--- src/rtl/game_flow_ctrl.sv ---
// Top-level game sequencer: START -> PLAY with pause, level-clear and life-lost
// interludes, ending in GAME_OVER or YOU_WIN. All outputs come straight from flops.
module game_flow_ctrl #(
   parameter  int NUM_LEVELS   = 3,
   parameter  int NUM_LIVES    = 3,
   parameter  int TRANS_CYCLES = 120,
   localparam int LW           = (NUM_LEVELS > 1) ? $clog2(NUM_LEVELS) : 1,
   localparam int VW           = $clog2(NUM_LIVES + 1),
   localparam int TW           = $clog2(TRANS_CYCLES + 1)
) (
   input  logic          Clk,
   input  logic          reset_n,
   input  logic          Run,
   input  logic          Pause,
   input  logic          Win,
   input  logic          loss,
   input  logic          Restart,
   output logic [2:0]    state,
   output logic [LW-1:0] level,
   output logic [VW-1:0] lives,
   output logic          freeze,
   output logic          level_load,
   output logic          respawn
);

   typedef enum logic [2:0] {
      S_START       = 3'b000,
      S_PLAY        = 3'b001,
      S_PAUSED      = 3'b010,
      S_LEVEL_CLEAR = 3'b011,
      S_LIFE_LOST   = 3'b100,
      S_GAME_OVER   = 3'b101,
      S_YOU_WIN     = 3'b110,
      S_ILLEGAL     = 3'b111
   } state_e;

   localparam logic [LW-1:0] LAST_LVL   = LW'(NUM_LEVELS - 1);
   localparam logic [VW-1:0] LIVES_INIT = VW'(NUM_LIVES);
   localparam logic [TW-1:0] TIMER_INIT = TW'(TRANS_CYCLES - 1);

   state_e        state_q, state_d;
   logic [LW-1:0] level_q, level_d;
   logic [VW-1:0] lives_q, lives_d;
   logic [TW-1:0] timer_q, timer_d;
   logic          freeze_q, freeze_d;
   logic          level_load_q, level_load_d;
   logic          respawn_q, respawn_d;

   always_ff @(posedge Clk or negedge reset_n) begin
      if (!reset_n) begin
         state_q      <= S_START;
         level_q      <= '0;
         lives_q      <= LIVES_INIT;
         timer_q      <= '0;
         freeze_q     <= 1'b1;
         level_load_q <= 1'b0;
         respawn_q    <= 1'b0;
      end else begin
         state_q      <= state_d;
         level_q      <= level_d;
         lives_q      <= lives_d;
         timer_q      <= timer_d;
         freeze_q     <= freeze_d;
         level_load_q <= level_load_d;
         respawn_q    <= respawn_d;
      end
   end

   // Win outranks loss, which outranks Pause, when they coincide in PLAY.
   always_comb begin
      state_d = state_q;
      level_d = level_q;
      lives_d = lives_q;
      timer_d = timer_q;
      case (state_q)
         S_START: begin
            if (Run) begin
               state_d = S_PLAY;
               level_d = '0;
               lives_d = LIVES_INIT;
               timer_d = '0;
            end
         end
         S_PLAY: begin
            if (Win) begin
               if (level_q >= LAST_LVL) begin
                  state_d = S_YOU_WIN;
               end else begin
                  state_d = S_LEVEL_CLEAR;
                  timer_d = TIMER_INIT;
               end
            end else if (loss) begin
               if (lives_q <= VW'(1)) begin
                  lives_d = '0;
                  state_d = S_GAME_OVER;
               end else begin
                  lives_d = lives_q - VW'(1);
                  state_d = S_LIFE_LOST;
                  timer_d = TIMER_INIT;
               end
            end else if (Pause) begin
               state_d = S_PAUSED;
            end
         end
         S_PAUSED: begin
            if (Pause) state_d = S_PLAY;
         end
         S_LEVEL_CLEAR: begin
            if (timer_q == '0) begin
               state_d = S_PLAY;
               if (level_q < LAST_LVL) level_d = level_q + LW'(1);
            end else begin
               timer_d = timer_q - TW'(1);
            end
         end
         S_LIFE_LOST: begin
            if (timer_q == '0) state_d = S_PLAY;
            else               timer_d = timer_q - TW'(1);
         end
         S_GAME_OVER, S_YOU_WIN: begin
            if (Restart) state_d = S_START;
         end
         default: state_d = S_START;
      endcase
   end

   // Pulses are decoded from the transition so they land in the first cycle of PLAY.
   always_comb begin
      freeze_d     = (state_d != S_PLAY);
      level_load_d = (state_d == S_PLAY) &&
                     ((state_q == S_START) || (state_q == S_LEVEL_CLEAR));
      respawn_d    = (state_d == S_PLAY) && (state_q == S_LIFE_LOST);
   end

   assign state      = state_q;
   assign level      = level_q;
   assign lives      = lives_q;
   assign freeze     = freeze_q;
   assign level_load = level_load_q;
   assign respawn    = respawn_q;

endmodule

--- config.mk ---
export PLATFORM = sky130hd
export DESIGN_NAME = game_flow_ctrl
export DESIGN_NICKNAME = d
export VERILOG_FILES = /design/src/rtl/game_flow_ctrl.sv
export SDC_FILE = /design/constraint.sdc
export NUM_CORES = 1
export LEC_CHECK = 0
export CAP_MARGIN = 20
export CORE_MARGIN = 5
export CORE_UTILIZATION = 54
export CTS_BUF_LIST = sky130_fd_sc_hd__clkbuf_2 sky130_fd_sc_hd__clkbuf_4 sky130_fd_sc_hd__clkbuf_8
export DETAILED_ROUTE_END_ITERATION = 12
export PLACE_DENSITY_LB_ADDON = 0.15
export SLEW_MARGIN = 20
export SYNTH_ARGS = -nofsm -noshare
export SYNTH_HDL_FRONTEND = slang
export SYNTH_SLANG_ARGS = --single-unit
--- constraint.sdc ---
create_clock -name Clk -period 2 [get_ports Clk]
set_input_delay 0.3 -clock Clk [delete_from_list [all_inputs] [get_ports Clk]]
set_output_delay 0.3 -clock Clk [all_outputs]
set_load 0.03 [all_outputs]
==> results of run 1 <==
-- cells by family after synthesis --
family	count (synthesis)	share of synthesized area, %
AO/OA/AOI/OAI	33	21.88
XOR/XNOR	1	0.8415
adder cells (fa/ha/maj)	3	3.606
buffers and inverters	9	5.529
flip-flops	17	41.23
multiplexers	1	1.082
AND/OR/NAND/NOR	48	25.84
-- sequential cells by signal, indices dropped and copies added, names as in the netlist --
signal,cells
freeze,1
level,2
level_load,1
lives,2
respawn,1
state,3
timer_q,7
-- where the power goes --
part           leakage, µW  total (µW)  switching [µW]  internal [µW]
clock            0.0000184         202             111           91.1
sequential        0.000209         672             158            514
combinational     0.000326        1380             752            630
total             0.000553        2260            1020           1240
-- cell type report --
cell class              count  share of cell area (%)
well taps                  25                   2.372
flip-flops and latches     17                   32.54
repair buffers             27                   18.41
clock buffers               4                   2.277
inverters                   6                   1.708
multi-input cells          86                   42.69
-- placed cells by master (no fill, tap or decap), types with 2 or more instances in the layout --
cell type	n
clkdlybuf4s50_1	16
dfrtp_1	14
buf_4	11
nor2_1	10
nand2_1	10
o21ai_0	8
a21oi_1	8
inv_1	5
nor3_1	5
clkbuf_4	4
nand2b_1	3
nor3b_1	3
nand3_1	3
ha_1	3
dfstp_2	3
a21o_2	2
-- routing by layer --
metal / part of all wire, % / up-vias / wire [µm] / GRT usage [%]
met2: 46 / 37 / 1105 / 29.23
met4: 0.50 / 0 / 12 / 5.106
met1: 47 / 457 / 1142 / 26.08
met5: 0 / - / 0 / 0
met3: 6.0 / 2 / 145 / 4.432
li1: - / 465 / - / -
-- final timing paths --
| path | endpoint | slack, ns | cells past startpoint |
|---|---|---|---|
| worst max register to register | freeze | 0.08 | 7 |
| min in group Clk | lives[1] | 0.51 | 2 |
| max in group asynchronous | lives[0] | 1.42 | 2 |
| worst min register to register | lives[1] | 0.51 | 2 |
| worst min-delay path | state[0] | 0.32 | 2 |
| worst max-delay path | state[1] | 0.06 | 1 |
-- what timing repair did --
item                                    4_1_cts  5_1_grt
endpoints found under the setup margin        0        2
hold endpoints to repair                      0        0
buffers inserted                              0        2
resized for setup                             0        2
-- per-stage QoR --
| stage | cells | hold slack [ns] | power, µW |
|---|---|---|---|
| 4_1_cts | 163 | 0.3404 | 2195 |
| 3_3_place_gp | 159 | 0.4908 | 1959 |
| 5_1_grt | 165 | 0.3353 | 2411 |
| 3_5_place_dp | 159 | 0.4936 | 1994 |
| 6_report | 165 | 0.3237 | 2256 |
| 2_1_floorplan | 112 | 0.004409 | 1553 |
==> impl_metrics.env, run 1 <==
export IMPL_outcome="finished clean"
export IMPL_final_min_clock_period_ns=1.943
export IMPL_ys_ff_latch=17
export IMPL_timing_setup_tns_ns=0
export IMPL_rows=15
export IMPL_crit_fanout=13
export IMPL_critPathCaptureType="output pin"
export IMPL_cts_hold_buf=0
export IMPL_cts_sinks=17
export IMPL_htree_levels=1
export IMPL_grt_overflow=0
export IMPL_place_hpwl_um=1765
export IMPL_place_ws_ns=0.02602
export IMPL_synthFlopType="dfrtp_1"
export IMPL_portBuffers=16
export IMPL_synthArstFlopShare_pct=100.0
export IMPL_syn_nets=122
export IMPL_drt_iter0_drc=26
export IMPL_finalCritPeriodShare_pct=97.16
export IMPL_grt_pass1_wl_um=3946
export IMPL_avgSynthCellArea_um2=9.295
export IMPL_core_um2=1783
export IMPL_cts_buffers=3
export IMPL_wire_per_inst_um=14.58
export IMPL_grt_antenna_before_repair=0
export IMPL_synth_top_area_share_pct=33.65
export IMPL_gp_congestion=0.9143
export IMPL_max_stage_delay_ns=0.75
export IMPL_synth_most_common_cell="dfrtp_1"
export IMPL_critPathTopFamily="buffers and inverters"
export IMPL_finalHoldViolations=0
export IMPL_regToRegStartpoint="timer_q[1]"
export IMPL_drc=0
export IMPL_area_growth_pct=26.68
export IMPL_rsz0062_at_grt="true"
export IMPL_drive_above_1_share_pct=18.57
export IMPL_yosysTopAreaCell="dfrtp_1"
export IMPL_maxCapViolations=0
export IMPL_wl_um=2406
export IMPL_netlist_top_cells_area="dfrtp_1, dfstp_2, a21oi_1"
export IMPL_post_route_util_pct=73.96
export IMPL_yosysWarnings=0
export IMPL_die_area_um2=2906
export IMPL_setup_viol=0
export IMPL_max_freq_ghz=0.5146
export IMPL_worstSetupPathType="register to output pin"
export IMPL_synthTopCellsByCount="dfrtp_1, nand2_1, nor2_1"
export IMPL_start_kind="register"
export IMPL_ant_nets=0
export IMPL_synth_edf_count=0
export IMPL_min_path_type="input pin to async pin"
export IMPL_slew_violations=0
export IMPL_grt_pass1_vias=886
export IMPL_power_density_nw_per_um2=1711
export IMPL_die_h_um=53.91
export IMPL_fin_area_um2=1319
export IMPL_synthCells=112
export IMPL_first_pass_iters=4
export IMPL_synth_area_um2=1041
export IMPL_die_w_um=53.91
export IMPL_path_buf_inv=1
export IMPL_tritoncts="done"
export IMPL_ir_drop_mv=0.9800
export IMPL_clk_transition_reported_paths_ns=0.10
export IMPL_path_cells="clkdlybuf4s50_1"
export IMPL_grt_max_degree=18
export IMPL_clk_path_buf_depth=2
export IMPL_synth_distinct_cells=46
export IMPL_cp_slowest_cell="clkdlybuf4s50_1"
export IMPL_worst_pin_slew_ns=0.5033
export IMPL_clockRootBuffer="clkbuf_4"
export IMPL_placed_area_um2=1265
export IMPL_startpoint="state[1]"
export IMPL_relSlewSlack_pct=66.02
export IMPL_seq_area_frac_synth_pct=41.23
export IMPL_skew_ns=0.007716
export IMPL_cp_arrival_ns=1.64
export IMPL_track_usage_pct=18.85
export IMPL_antennaDiodeCount=0
export IMPL_finalNetCount=151
export IMPL_clock_latency_ns=0.29
export IMPL_avgViaCountPerCell=5.824
export IMPL_ios=17
export IMPL_p_leak_uw=0.0005534
export IMPL_routed_via_count=961
export IMPL_worstPathRequired_ns=1.70
export IMPL_multi_input_area_um2=563.0
export IMPL_worst_slack_ns=0.05680
export IMPL_start_util_pct=58.39
export IMPL_fill_cells=123
export IMPL_regArea_um2=429.2
No activity file was read; power rests on OpenSTA's default activity.
==> run 2, diff against run 1 <==
--- a/config.mk
+++ b/config.mk
@@ -10,8 +10,9 @@
 export CORE_UTILIZATION = 54
 export CTS_BUF_LIST = sky130_fd_sc_hd__clkbuf_2 sky130_fd_sc_hd__clkbuf_4 sky130_fd_sc_hd__clkbuf_8
 export DETAILED_ROUTE_END_ITERATION = 12
-export PLACE_DENSITY_LB_ADDON = 0.15
+export PLACE_DENSITY = 0.81
 export SLEW_MARGIN = 20
 export SYNTH_ARGS = -nofsm -noshare
 export SYNTH_HDL_FRONTEND = slang
 export SYNTH_SLANG_ARGS = --single-unit
+export TNS_END_PERCENT = 100
==> impl_metrics.env, run 2 (synthesis gave the netlist of run 1 again) <==
export IMPL_layout_common_cells="clkdlybuf4s50_1, dfrtp_1, buf_4"
export IMPL_cp_arrival_ns=2.16
export IMPL_ant_nets=0
export IMPL_clockPowerShare_pct=8.3
export IMPL_power_density_nw_per_um2=1702
export IMPL_die_h_um=53.91
export IMPL_antennaDiodeCount=0
export IMPL_met2_usage_pct=30.65
export IMPL_grt_overflow=0
export IMPL_track_usage_pct=18.83
export IMPL_clockRootBuffer="clkbuf_4"
export IMPL_setup_viol=0
export IMPL_fin_area_um2=1316
export IMPL_grt_max_degree=18
export IMPL_htree_levels=1
export IMPL_worstSetupPathType="register to register"
export IMPL_core_um2=1783
export IMPL_finalHoldViolations=0
export IMPL_max_freq_ghz=0.5170
export IMPL_final_min_clock_period_ns=1.934
export IMPL_use_met1_pct=24.96
export IMPL_ios=17
export IMPL_clk_transition_reported_paths_ns=0.10
export IMPL_portBuffers=16
export IMPL_wl_um=2516
export IMPL_largest_register_ffs=7
export IMPL_clock_latency_ns=0.29
export IMPL_rsz0062_at_grt="false"
export IMPL_avgViaCountPerCell=5.933
export IMPL_cts_sinks=17
export IMPL_die_w_um=53.91
export IMPL_combPwrFrac_pct=61.0
export IMPL_cts_buffers=3
export IMPL_rows=15
export IMPL_clk_path_buf_depth=2
export IMPL_drt_iter0_drc=34
export IMPL_min_path_type="input pin to async pin"
export IMPL_die_area_um2=2906
export IMPL_drc=0
export IMPL_top_register="timer_q"
export IMPL_drive_above_1_share_pct=17.86
export IMPL_outcome="finished clean"
export IMPL_maxCapViolations=0
export IMPL_placed_area_um2=1272
export IMPL_worst_r2r_path_depth=7
export IMPL_gp_congestion=1.025
export IMPL_ir_drop_mv=1.002
export IMPL_grt_antenna_before_repair=0
export IMPL_met3_usage_pct=3.324
export IMPL_finalNetCount=151
export IMPL_start_kind="register"
export IMPL_start_util_pct=58.39
export IMPL_timing_setup_tns_ns=0
export IMPL_tritoncts="done"
export IMPL_skew_ns=0.002163
export IMPL_routed_via_count=979
export IMPL_crit_fanout=3
export IMPL_seqPwrFrac_pct=30.6
export IMPL_first_pass_iters=4
export IMPL_p_int_uw=1221
export IMPL_worstPathRequired_ns=2.22
export IMPL_place_hpwl_um=1876
export IMPL_layout_commonest_cell="clkdlybuf4s50_1"
export IMPL_top_usage_layer="met2"
export IMPL_grt_pass1_vias=955
export IMPL_grt_pass1_wl_um=4091
export IMPL_wire_per_inst_um=15.25
export IMPL_p_switching_uw=1019
export IMPL_finalCritPeriodShare_pct=96.71
export IMPL_worst_pin_slew_ns=0.4952
export IMPL_relSlewSlack_pct=66.98
export IMPL_switching_share_pct=45.51
export IMPL_critPathCaptureType="register"
export IMPL_area_growth_pct=26.44
export IMPL_slew_violations=0
export IMPL_p_leak_uw=0.0005544
## run 2: changes by cell type in the layout (fill, tap and decap cells not counted)
cell	before	now
clkbuf_4	4	3
clkinv_2	0	1
inv_1	5	6
inv_2	1	0
## run 2: area by class of cell
type / instances / area [µm²]
clock inverter: 1 / 5.005
inverter: 6 / 22.52
tap: 25 / 31.28
clock buffer: 3 / 22.52
sequential: 17 / 429.2
timing repair buffer: 27 / 242.7
multi-input combinational: 86 / 563.0
fill: 130 / 466.7
## run 2: repair_timing
action | 4_1_cts | 5_1_grt
gates cloned | 0 | 0
pin swaps | 1 | 1
setup endpoints to repair | 1 | 1
hold buffers | 0 | 0
setup buffers | 1 | 0
gates resized for setup | 0 | 1
## run 2: final timing paths
kind	start	endpoint	slack, ns
max reg2reg	timer_q[0]	freeze	0.07
min in group Clk	lives[1]	lives[1]	0.52
min reg2reg	lives[1]	lives[1]	0.52
max in group asynchronous	reset_n	lives[1]	1.42
min	reset_n	respawn	0.33
max	timer_q[0]	freeze	0.07
## run 2: power groups by stage
stage	combinational (µW)	sequential, µW	clock (µW)
3_5_place_dp	1340	679	0
4_1_cts	1350	673	188
2_1_floorplan	781	773	0
5_1_grt	1490	706	199
6_report	1370	686	186
3_3_place_gp	1290	668	0
## run 2: through the flow
| step | cells | power (µW) | setup slack [ns] | hold slack (ns) | utilization (%) |
|---|---|---|---|---|---|
| after detailed placement | 160 | 2017 | 0.02058 | 0.5010 | 71.37 |
| after global placement | 160 | 1959 | 0.05920 | 0.4918 | 71.37 |
| after global routing | 165 | 2392 | 0.0003000 | 0.3429 | 73.82 |
| final | 165 | 2240 | 0.06589 | 0.3257 | 73.82 |
| after CTS | 165 | 2207 | 0.05387 | 0.3322 | 73.33 |
| after floorplan | 112 | 1553 | 0.1685 | 0.004409 | - |
## run 2: critical path, cell delays in order, from the launching register on
cell and delay, ns:
dfrtp_1 0.41, inv_1 0.10, ha_1 0.16, nor4b_4 0.21
nand2_1 0.10, mux2_2 0.28, o311ai_2 0.23, or3b_1 0.37
## run 2: per-layer routing
layer	vias to the layer above	wire length (µm)
met3	7	142
met1	466	1133
met2	42	1204
met4	0	36
li1	464	-
met5	-	0
